$ cat config.mk
export PLATFORM = sky130hd
export DESIGN_NAME = scpad_dram_req_gen_flat
export DESIGN_NICKNAME = d
export VERILOG_FILES = /design/src/rtl/scpad_pkg.sv /design/src/rtl/scpad_dram_req_gen_if.sv /design/src/rtl/scpad_dram_addr_walk.sv /design/src/rtl/scpad_dram_req_gen.sv /design/src/flat_wrapper.sv
export SDC_FILE = /design/constraint.sdc
export NUM_CORES = 1
export LEC_CHECK = 0
export ABC_AREA = 1
export CORE_MARGIN = 5
export CORE_UTILIZATION = 30
export DETAILED_ROUTE_END_ITERATION = 12
export HOLD_SLACK_MARGIN = 0.15
export PLACE_DENSITY = 0.51
export SLEW_MARGIN = 20
export SYNTH_ARGS = -nofsm -noshare
export SYNTH_HDL_FRONTEND = slang
export SYNTH_SLANG_ARGS = --single-unit
$ cat constraint.sdc
create_clock -name clk -period 10.6 [get_ports clk]
set_input_delay 2.12 -clock clk [delete_from_list [all_inputs] [get_ports clk]]
set_output_delay 2.12 -clock clk [all_outputs]
set_load 0.1 [all_outputs]
$ cat src/rtl/scpad_pkg.sv
// rtl/scpad_pkg.sv - shared widths, descriptor type and FSM state for the DRAM request generator
package scpad_pkg;
  localparam int DRAM_ADDR_WIDTH  = 32;
  localparam int DRAM_ID_WIDTH    = 6;
  localparam int DRAM_VECTOR_MASK = 32;
  localparam int BEAT_BYTES       = 64;
  localparam int BEAT_SHIFT       = $clog2(BEAT_BYTES);

  typedef struct packed {
    logic                        write;
    logic [DRAM_ADDR_WIDTH-1:0]  base_addr;
    logic [DRAM_ADDR_WIDTH-1:0]  row_stride;
    logic [7:0]                  num_rows;
    logic [2:0]                  num_req;
    logic [DRAM_VECTOR_MASK-1:0] tail_mask;
  } scpad_dram_desc_t;

  typedef enum logic [1:0] {
    IDLE  = 2'd0,
    ISSUE = 2'd1,
    DRAIN = 2'd2
  } gen_state_t;

  function automatic logic [DRAM_ADDR_WIDTH-1:0] beat_offset(input logic [2:0] sub);
    return DRAM_ADDR_WIDTH'(sub) << BEAT_SHIFT;
  endfunction
endpackage

$ cat src/rtl/scpad_dram_req_gen_if.sv
// rtl/scpad_dram_req_gen_if.sv - descriptor, beat and completion signals of the request generator
interface scpad_dram_req_gen_if;
  import scpad_pkg::*;

  logic                        desc_valid;
  logic                        desc_ready;
  logic                        desc_write;
  logic [DRAM_ADDR_WIDTH-1:0]  desc_base_addr;
  logic [DRAM_ADDR_WIDTH-1:0]  desc_row_stride;
  logic [7:0]                  desc_num_rows;
  logic [2:0]                  desc_num_req;
  logic [DRAM_VECTOR_MASK-1:0] desc_tail_mask;
  logic                        sched_valid;
  logic                        sched_write;
  logic [DRAM_ADDR_WIDTH-1:0]  dram_addr;
  logic [DRAM_ID_WIDTH-1:0]    id;
  logic [2:0]                  sub_id;
  logic [2:0]                  num_request;
  logic [DRAM_VECTOR_MASK-1:0] dram_vector_mask;
  logic                        initial_request_done;
  logic                        dram_queue_full;
  logic                        be_stall;
  logic                        transaction_complete;
  logic                        txn_done;

  modport master (
    input  desc_valid, desc_write, desc_base_addr, desc_row_stride, desc_num_rows,
           desc_num_req, desc_tail_mask, dram_queue_full, be_stall, transaction_complete,
    output desc_ready, sched_valid, sched_write, dram_addr, id, sub_id, num_request,
           dram_vector_mask, initial_request_done, txn_done
  );

  modport slave (
    output desc_valid, desc_write, desc_base_addr, desc_row_stride, desc_num_rows,
           desc_num_req, desc_tail_mask, dram_queue_full, be_stall, transaction_complete,
    input  desc_ready, sched_valid, sched_write, dram_addr, id, sub_id, num_request,
           dram_vector_mask, initial_request_done, txn_done
  );
endinterface

$ cat src/rtl/scpad_dram_addr_walk.sv
// rtl/scpad_dram_addr_walk.sv - row/beat address walker: row_base, sub_id and row count
module scpad_dram_addr_walk
  import scpad_pkg::*;
(
  input  logic                       clk,
  input  logic                       rst,
  input  logic                       load,
  input  logic                       advance,
  input  logic [DRAM_ADDR_WIDTH-1:0] base_addr,
  input  logic [DRAM_ADDR_WIDTH-1:0] row_stride,
  input  logic [7:0]                 num_rows,
  input  logic [2:0]                 num_req,
  output logic [DRAM_ADDR_WIDTH-1:0] dram_addr,
  output logic [2:0]                 sub_id,
  output logic                       last_beat,
  output logic                       last_row
);
  logic [DRAM_ADDR_WIDTH-1:0] row_base;
  logic [DRAM_ADDR_WIDTH-1:0] stride_q;
  logic [7:0]                 rows_q;
  logic [7:0]                 row_cnt;

  always_ff @(posedge clk or posedge rst) begin
    if (rst) begin
      row_base <= '0;
      stride_q <= '0;
      rows_q   <= '0;
      row_cnt  <= '0;
      sub_id   <= '0;
    end else if (load) begin
      row_base <= base_addr;
      stride_q <= row_stride;
      rows_q   <= num_rows;
      row_cnt  <= '0;
      sub_id   <= '0;
    end else if (advance) begin
      if (last_beat) begin
        sub_id   <= '0;
        row_base <= row_base + stride_q;
        row_cnt  <= row_cnt + 8'd1;
      end else begin
        sub_id   <= sub_id + 3'd1;
      end
    end
  end

  // num_req comes from the parent's latched copy; only valid while a descriptor is active
  assign dram_addr = row_base + beat_offset(sub_id);
  assign last_beat = (sub_id == num_req);
  assign last_row  = (row_cnt == rows_q - 8'd1);
endmodule

$ cat src/rtl/scpad_dram_req_gen.sv
// rtl/scpad_dram_req_gen.sv - expands one scheduler descriptor into per-beat DRAM requests
module scpad_dram_req_gen
  import scpad_pkg::*;
(
  input logic                 clk,
  input logic                 rst,
  scpad_dram_req_gen_if.master bus
);
  gen_state_t                  state;
  scpad_dram_desc_t            desc_in;
  logic                        write_q;
  logic [2:0]                  num_req_q;
  logic [DRAM_VECTOR_MASK-1:0] tail_q;
  logic [DRAM_ID_WIDTH-1:0]    id_q;
  logic                        cpl_seen;
  logic                        done_q;
  logic                        init_q;
  logic                        desc_fire;
  logic                        beat_fire;
  logic                        last_beat;
  logic                        last_row;
  logic [DRAM_ADDR_WIDTH-1:0]  walk_addr;
  logic [2:0]                  walk_sub;

  assign desc_in = '{write: bus.desc_write, base_addr: bus.desc_base_addr,
                     row_stride: bus.desc_row_stride, num_rows: bus.desc_num_rows,
                     num_req: bus.desc_num_req, tail_mask: bus.desc_tail_mask};

  assign desc_fire = bus.desc_valid & bus.desc_ready;
  assign beat_fire = bus.sched_valid & ~bus.dram_queue_full & ~bus.be_stall;

  scpad_dram_addr_walk u_walk (
    .clk        (clk),
    .rst        (rst),
    .load       (desc_fire),
    .advance    (beat_fire),
    .base_addr  (desc_in.base_addr),
    .row_stride (desc_in.row_stride),
    .num_rows   (desc_in.num_rows),
    .num_req    (num_req_q),
    .dram_addr  (walk_addr),
    .sub_id     (walk_sub),
    .last_beat  (last_beat),
    .last_row   (last_row)
  );

  always_ff @(posedge clk or posedge rst) begin
    if (rst) begin
      state     <= IDLE;
      write_q   <= 1'b0;
      num_req_q <= '0;
      tail_q    <= '0;
      id_q      <= '0;
      cpl_seen  <= 1'b0;
      done_q    <= 1'b0;
      init_q    <= 1'b0;
    end else begin
      done_q <= 1'b0;
      case (state)
        IDLE: begin
          if (desc_fire) begin
            write_q   <= desc_in.write;
            num_req_q <= desc_in.num_req;
            tail_q    <= desc_in.tail_mask;
            if (desc_in.num_rows == 8'd0) done_q <= 1'b1;
            else                          state  <= ISSUE;
          end
        end
        ISSUE: begin
          // completion may arrive before the last beat is issued; remember it for DRAIN
          if (bus.transaction_complete) cpl_seen <= 1'b1;
          if (beat_fire) begin
            init_q <= 1'b1;
            if (last_beat) begin
              id_q <= id_q + DRAM_ID_WIDTH'(1);
              if (last_row) state <= DRAIN;
            end
          end
        end
        DRAIN: begin
          if (cpl_seen | bus.transaction_complete) begin
            done_q   <= 1'b1;
            cpl_seen <= 1'b0;
            init_q   <= 1'b0;
            state    <= IDLE;
          end
        end
        default: state <= IDLE;
      endcase
    end
  end

  assign bus.desc_ready           = (state == IDLE) & ~rst;
  assign bus.sched_valid          = (state == ISSUE);
  assign bus.sched_write          = write_q;
  assign bus.dram_addr            = walk_addr;
  assign bus.id                   = id_q;
  assign bus.sub_id               = walk_sub;
  assign bus.num_request          = num_req_q;
  assign bus.dram_vector_mask     = !bus.sched_valid ? '0 : (last_beat ? tail_q : '1);
  assign bus.initial_request_done = init_q;
  assign bus.txn_done             = done_q;
endmodule

$ cat src/flat_wrapper.sv
// flat-port wrapper written by rule: the top's interface ports become plain ports
module scpad_dram_req_gen_flat import scpad_pkg::*;
  (clk, rst, bus_desc_valid, bus_desc_write, bus_desc_base_addr, bus_desc_row_stride, bus_desc_num_rows, bus_desc_num_req, bus_desc_tail_mask, bus_dram_queue_full, bus_be_stall, bus_transaction_complete, bus_desc_ready, bus_sched_valid, bus_sched_write, bus_dram_addr, bus_id, bus_sub_id, bus_num_request, bus_dram_vector_mask, bus_initial_request_done, bus_txn_done);
  scpad_dram_req_gen_if bus_i ();
  input logic clk;
  input logic rst;
  input wire logic [$bits(bus_i.desc_valid)-1:0] bus_desc_valid;
  input wire logic [$bits(bus_i.desc_write)-1:0] bus_desc_write;
  input wire logic [$bits(bus_i.desc_base_addr)-1:0] bus_desc_base_addr;
  input wire logic [$bits(bus_i.desc_row_stride)-1:0] bus_desc_row_stride;
  input wire logic [$bits(bus_i.desc_num_rows)-1:0] bus_desc_num_rows;
  input wire logic [$bits(bus_i.desc_num_req)-1:0] bus_desc_num_req;
  input wire logic [$bits(bus_i.desc_tail_mask)-1:0] bus_desc_tail_mask;
  input wire logic [$bits(bus_i.dram_queue_full)-1:0] bus_dram_queue_full;
  input wire logic [$bits(bus_i.be_stall)-1:0] bus_be_stall;
  input wire logic [$bits(bus_i.transaction_complete)-1:0] bus_transaction_complete;
  output wire logic [$bits(bus_i.desc_ready)-1:0] bus_desc_ready;
  output wire logic [$bits(bus_i.sched_valid)-1:0] bus_sched_valid;
  output wire logic [$bits(bus_i.sched_write)-1:0] bus_sched_write;
  output wire logic [$bits(bus_i.dram_addr)-1:0] bus_dram_addr;
  output wire logic [$bits(bus_i.id)-1:0] bus_id;
  output wire logic [$bits(bus_i.sub_id)-1:0] bus_sub_id;
  output wire logic [$bits(bus_i.num_request)-1:0] bus_num_request;
  output wire logic [$bits(bus_i.dram_vector_mask)-1:0] bus_dram_vector_mask;
  output wire logic [$bits(bus_i.initial_request_done)-1:0] bus_initial_request_done;
  output wire logic [$bits(bus_i.txn_done)-1:0] bus_txn_done;
  assign bus_i.desc_valid = bus_desc_valid;
  assign bus_i.desc_write = bus_desc_write;
  assign bus_i.desc_base_addr = bus_desc_base_addr;
  assign bus_i.desc_row_stride = bus_desc_row_stride;
  assign bus_i.desc_num_rows = bus_desc_num_rows;
  assign bus_i.desc_num_req = bus_desc_num_req;
  assign bus_i.desc_tail_mask = bus_desc_tail_mask;
  assign bus_i.dram_queue_full = bus_dram_queue_full;
  assign bus_i.be_stall = bus_be_stall;
  assign bus_i.transaction_complete = bus_transaction_complete;
  assign bus_desc_ready = bus_i.desc_ready;
  assign bus_sched_valid = bus_i.sched_valid;
  assign bus_sched_write = bus_i.sched_write;
  assign bus_dram_addr = bus_i.dram_addr;
  assign bus_id = bus_i.id;
  assign bus_sub_id = bus_i.sub_id;
  assign bus_num_request = bus_i.num_request;
  assign bus_dram_vector_mask = bus_i.dram_vector_mask;
  assign bus_initial_request_done = bus_i.initial_request_done;
  assign bus_txn_done = bus_i.txn_done;
  scpad_dram_req_gen u_core (.clk(clk), .rst(rst), .bus(bus_i));
endmodule
==> results.cfg, run 1 <==
[clock_tree]
cts_buffers = 17
clock_latency_ps = 440
root_buffer = clkbuf_16
htreeDepth = 4
tritoncts = built
cts_setup_buffers = 0
cts_buffer_depth = 2
postCtsHoldBufs = 0
cts_sinks = 130
cts_resized = 0
cts.clk_slew.worst_paths_ps = 60

[route]
num_vias = 8604
vias_per_cell = 4.467
dr.pass1.iters = 4
wl_per_cell_um = 15.03
drc = 0
drt_iter0_drc = 428
detail-route-antenna-nets = 0
drt-total-wl_um = 28950

[worst_setup_path]
cp_cell_sequence = clkdlybuf4s50_1 -> nor3_2 -> clkdlybuf4s50_1
endpoint_kind = output pin
critPathMaxStageDelay_ps = 1200
worst-path-buf-inv = 2
critPathKind = primary input to output pin
start_kind = primary input
cp_max_fo = 2
crit_path_top_delay_cell = clkdlybuf4s50_1
cp_top_family = buffers and inverters
cp.required_ps = 8480
worstPathArrival_ps = 4110
critPathMostFrequentCell = clkdlybuf4s50_1

[die]
boundaryPins = 195
die_y_um = 182.9
die_area_mm2 = 0.03344
num_rows = 63
initial_core_util = 0.3033
die_w_um = 182.9
coreArea_mm2 = 0.02956

[logic_synthesis]
synth_mux_area_frac = 0
synth_compound_area_frac = 0.06560
synth_top_cells_by_area = dfrtp_1, nand2_1, inv_1
async_reset_ff_frac = 1.000
synth_top_area_cell = dfrtp_1
syn_area_mm2 = 0.008965
synth-simple-area-share = 0.3442
synthCells = 1349
synth.avg_cell_area_um2 = 6.646
synth-edff-count = 0
yosysWarnings = 0
synthFlopType = dfrtp_1
ys_ff_latch = 130
ys_seq_area_frac = 0.3629
synth_adder_area_share = 0.05750
ys_types = 37
yosysTopAreaCellShare = 0.3629
synthXorXnorAreaFrac = 0.05820
synth_fp_nets = 1503
synth_top_family_by_area = simple AND/OR/NAND/NOR gates

[place]
io_buffers = 194
globalplace.congestion = 0.9058
hpwl_um = 21750

[final_layout]
num-nets-final = 1677
fillerInstances = 3156
antenna_cells = 0
area_growth_pct = 32.25
final_common_cell = nand2_1
layout_common_cells = nand2_1, inv_1, clkdlybuf4s50_1
final_layout_size_suffix_gt1_frac = 0.03776

[timing]
post-route-period-util = 0.5879
tns_ps = 0
period_needed_ps = 6231
worst_slew_pin_slew_ps = 1061
clock.fmax_mhz = 160.5
slew_headroom = 0.2905
final-setup-viol-count = 0
slew_viol_final = 0
finalHoldViolCount = 0
finalClockSkew_ps = 17.90
rsz0062_at_grt = no

[run]
maxCapViolCount = 0

[global_route]
globalRouteMet2Util = 0.2852
busiest_layer = met2
grt_pass1_wl_um = 46460
grt_use_met3 = 0.06188
grt_pass1_vias = 8755
antenna_found_initial = 1
met1_usage = 0.2217
gr-total-overflow = 0
grt_usage = 0.1738
grt_max_degree = 80

[hold_path]
min_path_type = flip-flop to flip-flop

[status]
status = finished, final reports clean
## cells by family after synthesis
kind of cell               count (synthesis)
and+or+nand+nor                          761
buffers and inverters                    249
DFF                                      130
AOI/OAI and AO/OA                        111
xor gates and xnor gates                  58
adders and majority gates                 40
## routing by layer
layer | wire length (um) | vias up
met5 | 20 | -
met3 | 2014 | 23
li1 | - | 4468
met4 | 321 | 2
met1 | 13090 | 3942
met2 | 13510 | 169
## cell usage after synthesis (8+ instances only)
library cell / instances
nor2_1: 106
ha_1: 38
xor2_1: 38
nand4_1: 10
nor3_1: 13
a21oi_1: 41
nand2_1: 549
dfrtp_1: 130
xnor2_1: 19
o21ai_0: 52
buf_2: 11
buf_4: 8
inv_1: 201
nand3_1: 59
clkbuf_1: 20
## worst reg2reg max path: stages (launching register included)
cell and delay, ps:
dfrtp_1 420, nor3_2 100, nand2_4 430, clkinv_2 710
nor2_4 250, buf_4 420, inv_2 360, o211ai_1 170
o21ai_0 110
## final timing paths
| check | start | to | slack [ps] | depth (start not counted) |
|---|---|---|---|---|
| worst max-delay path | rst | bus_desc_ready | 4370 | 3 |
| worst min-delay path | u_core.tail_q[5]$_DFFE_PP0P_ | u_core.tail_q[5]$_DFFE_PP0P_ | 480 | 2 |
| worst max register to register | u_core.state[1]$_DFFE_PP0P_ | u_core.u_walk.row_base[1]$_DFFE_PP0P_ | 7480 | 8 |
| worst min register to register | u_core.tail_q[5]$_DFFE_PP0P_ | u_core.tail_q[5]$_DFFE_PP0P_ | 480 | 2 |
| max in group asynchronous | rst | u_core.u_walk.stride_q[22]$_DFFE_PP0P_ | 7060 | 3 |
| min in group asynchronous | rst | u_core.tail_q[29]$_DFFE_PP0P_ | 2190 | 2 |
## per-stage QoR
step / instance area, um^2 / setup slack (ps) / hold WS [ps] / util / cells
2_1_floorplan: 8965 / 4424 / 443.6 / - / 1349
3_3_place_gp: 11220 / 4345 / 456.5 / 0.3795 / 1894
3_5_place_dp: 11220 / 4347 / 460.4 / 0.3795 / 1894
4_1_cts: 11860 / 4341 / 477.9 / 0.4011 / 1926
5_1_grt: 11860 / 4289 / 490.9 / 0.4011 / 1926
6_report: 11860 / 4369 / 477.8 / 0.4011 / 1926
## area by class of cell
cell class | count | area [um^2] | share of cell area
clock buffer | 17 | 425.4 | 0.03588
clock inverter | 15 | 214.0 | 0.01805
inverter | 205 | 775.7 | 0.06543
multi-input combinational | 970 | 4721 | 0.3982
sequential | 130 | 3253 | 0.2744
tap | 390 | 488.0 | 0.04116
timing repair buffer | 199 | 1979 | 0.1669
## sequential cells by signal (all words and copies together), names as in the netlist
signal and cells:
u_core.bus.initial_request_done 1, u_core.cpl_seen 1, u_core.state 2, u_core.bus.id 6
u_core.bus.num_request 3, u_core.u_walk.row_base 32, u_core.u_walk.row_cnt 8, u_core.u_walk.stride_q 32
u_core.bus.txn_done 1, u_core.u_walk.sub_id 3, u_core.tail_q 32, u_core.bus.sched_write 1
u_core.u_walk.rows_q 8
Power of run 1 is left out: the tool's default activity adds up to more than one toggle a clock period on the data nets, which glitch-free logic cannot reach.
==> run 2, diff against run 1 <==
==> constraint.sdc (replaced) <==
create_clock -name clk -period 5.9 [get_ports clk]
set_input_delay 1.18 -clock clk [delete_from_list [all_inputs] [get_ports clk]]
set_output_delay 1.18 -clock clk [all_outputs]
set_load 0.1 [all_outputs]
==> run 2 against run 1 <==
  * Critical path depth rose by 8
  * Register-to-register slack worse by 4800 ps
  * First-iteration DRC count grew 17%
  * Worst hold slack got worse by 0.96 ps
  * Clock skew fell by 3.4 ps
  * Core utilization is 0.19 points lower
  * Count of clock-buffer cells in the layout stayed put
  * Highest routed layer is now met4
  * Setup slack worse by 3200 ps
==> results.cfg, run 2 (synthesized netlist as in run 1, its figures left out) <==
[hold_path]
hold-path-cell-count = 2
hp-start = u_core.tail_q[27]$_DFFE_PP0P_
min_path_type = flip-flop to flip-flop
hold_end = u_core.tail_q[27]$_DFFE_PP0P_

[clock_tree]
cts_resized = 0
cts_sinks = 130
postCtsHoldBufs = 0
cts.clk_slew.worst_paths_ps = 70
cts_buffers = 17
tritoncts = built
htreeDepth = 4
clock_latency_ps = 430
root_buffer = clkbuf_16
cts_setup_buffers = 0
cts_buffer_depth = 2

[timing]
finalHoldViolCount = 0
post-route-period-util = 0.8008
finalClockSkew_ps = 14.54
tns_ps = 0
final-setup-viol-count = 0
slew_headroom = 0.2834
period_needed_ps = 4725
clock.fmax_mhz = 211.7
slew_viol_final = 0
rsz0062_at_grt = no
worst_slew_pin_slew_ps = 1072

[worst_setup_path]
rrSetupSlack_ps = 2660
reg2reg_depth = 9
worstReg2RegEnd = u_core.u_walk.row_base[9]$_DFFE_PP0P_
critPathKind = flip-flop to output pin
cp_max_fo = 5
cp.required_ps = 4720
critPathMaxStageDelay_ps = 1210
endpoint_kind = output pin
critPathMostFrequentCell = inv_1
start_kind = flip-flop
crit_path_top_delay_cell = clkdlybuf4s50_1
cp_cell_sequence = ha_1 -> inv_1 -> fa_1 -> nor2_1 -> o21ai_1 -> inv_1 -> nand2_1 -> inv_1 -> nand3_1 -> xor2_1 -> clkdlybuf4s50_1
worstPathArrival_ps = 3540
r2r_start = u_core.u_walk.sub_id[0]$_DFFE_PP0P_

[die]
die_w_um = 182.9
boundaryPins = 195
initial_core_util = 0.3033
coreArea_mm2 = 0.02956
num_rows = 63
die_area_mm2 = 0.03344
die_y_um = 182.9

[final_layout]
layout_common_cells = nand2_1, inv_1, clkdlybuf4s50_1
final_layout_size_suffix_gt1_frac = 0.04356
final_common_cell = nand2_1
reg_top3 = u_core.tail_q: 32 flops, u_core.u_walk.row_base: 32 flops, u_core.u_walk.stride_q: 32 flops
num-nets-final = 1679
area_growth_pct = 31.64
antenna_cells = 0

[global_route]
grt_pass1_vias = 8652
grt_usage = 0.1746
grt_pass1_wl_um = 46510
gr-total-overflow = 0
antenna_found_initial = 0
grt_max_degree = 93

[status]
status = finished, final reports clean

[place]
io_buffers = 194
globalplace.congestion = 0.9019
hpwl_um = 21950

[route]
num_vias = 8601
dr.pass1.iters = 5
drc = 0
drt-total-wl_um = 28920
wl_per_cell_um = 15.00
detail-route-antenna-nets = 0
drt_iter0_drc = 499
vias_per_cell = 4.461

[run]
maxCapViolCount = 0
run 2: cell types whose count changed in the layout (fill, tap and decap cells not counted), sizes merged:
cell           previous run  this run
buf                       5        14
bufinv                    3         1
clkdlybuf4s50           194       187
clkinv                    3         4
clkinvlp                  0         1
run 2: layout make-up:
type                    count  area [um^2]
clock inverters            15        161.4
fillers                  3199        17760
inverters                 205        775.7
multi-input cells         970         4721
well taps                 390        488.0
clock buffers              17        425.4
flip-flops and latches    130         3253
repair buffers            201         1977
run 2: through the flow:
| stage | hold slack [ps] | setup slack (ps) | std cells | cell area, um^2 | utilization |
|---|---|---|---|---|---|
| 2_1_floorplan | 443.6 | 664.3 | 1349 | 8965 | - |
| 3_3_place_gp | 457.8 | 1536 | 1896 | 11210 | 0.3794 |
| 3_5_place_dp | 459.5 | 1528 | 1896 | 11210 | 0.3794 |
| 4_1_cts | 478.5 | 1130 | 1928 | 11800 | 0.3992 |
| 5_1_grt | 492.4 | 941.7 | 1928 | 11800 | 0.3992 |
| 6_report | 476.8 | 1175 | 1928 | 11800 | 0.3992 |
run 2: metal layers:
layer / vias to the layer above / global-route usage / part of all wire
met2: 197 / 0.2797 / 0.46
met1: 3915 / 0.2281 / 0.45
met5: - / 0 / 0
met4: 0 / 0.04350 / 0.015
li1: 4463 / - / -
met3: 26 / 0.05950 / 0.072
run 2: how the worst max path moves through the flow:
stage / startpoint / endpoint / slack [ps] / depth (start not counted)
finish: u_core.u_walk.sub_id[0]$_DFFE_PP0P_ / bus_dram_addr[16] / 1180 / 11
global route: u_core.u_walk.sub_id[0]$_DFFE_PP0P_ / bus_dram_addr[16] / 940 / 11
CTS: u_core.u_walk.sub_id[0]$_DFFE_PP0P_ / bus_dram_addr[16] / 1130 / 11
detailed placement: rst / bus_desc_ready / 1530 / 3
global placement: rst / bus_desc_ready / 1540 / 3
floorplan: u_core.u_walk.sub_id[0]$_DFFE_PP0P_ / bus_dram_addr[30] / 660 / 12
run 2: critical path, delay by kind of cell (launching register included):
kind	cells	cell delay, ps
AND/OR/NAND/NOR	3	340
XOR/XNOR	1	170
AO/OA/AOI/OAI	1	110
adder cells (fa/ha/maj)	2	620
flip-flops	1	470
buffers and inverters	4	1410
Power of run 2 is left out for the same reason.
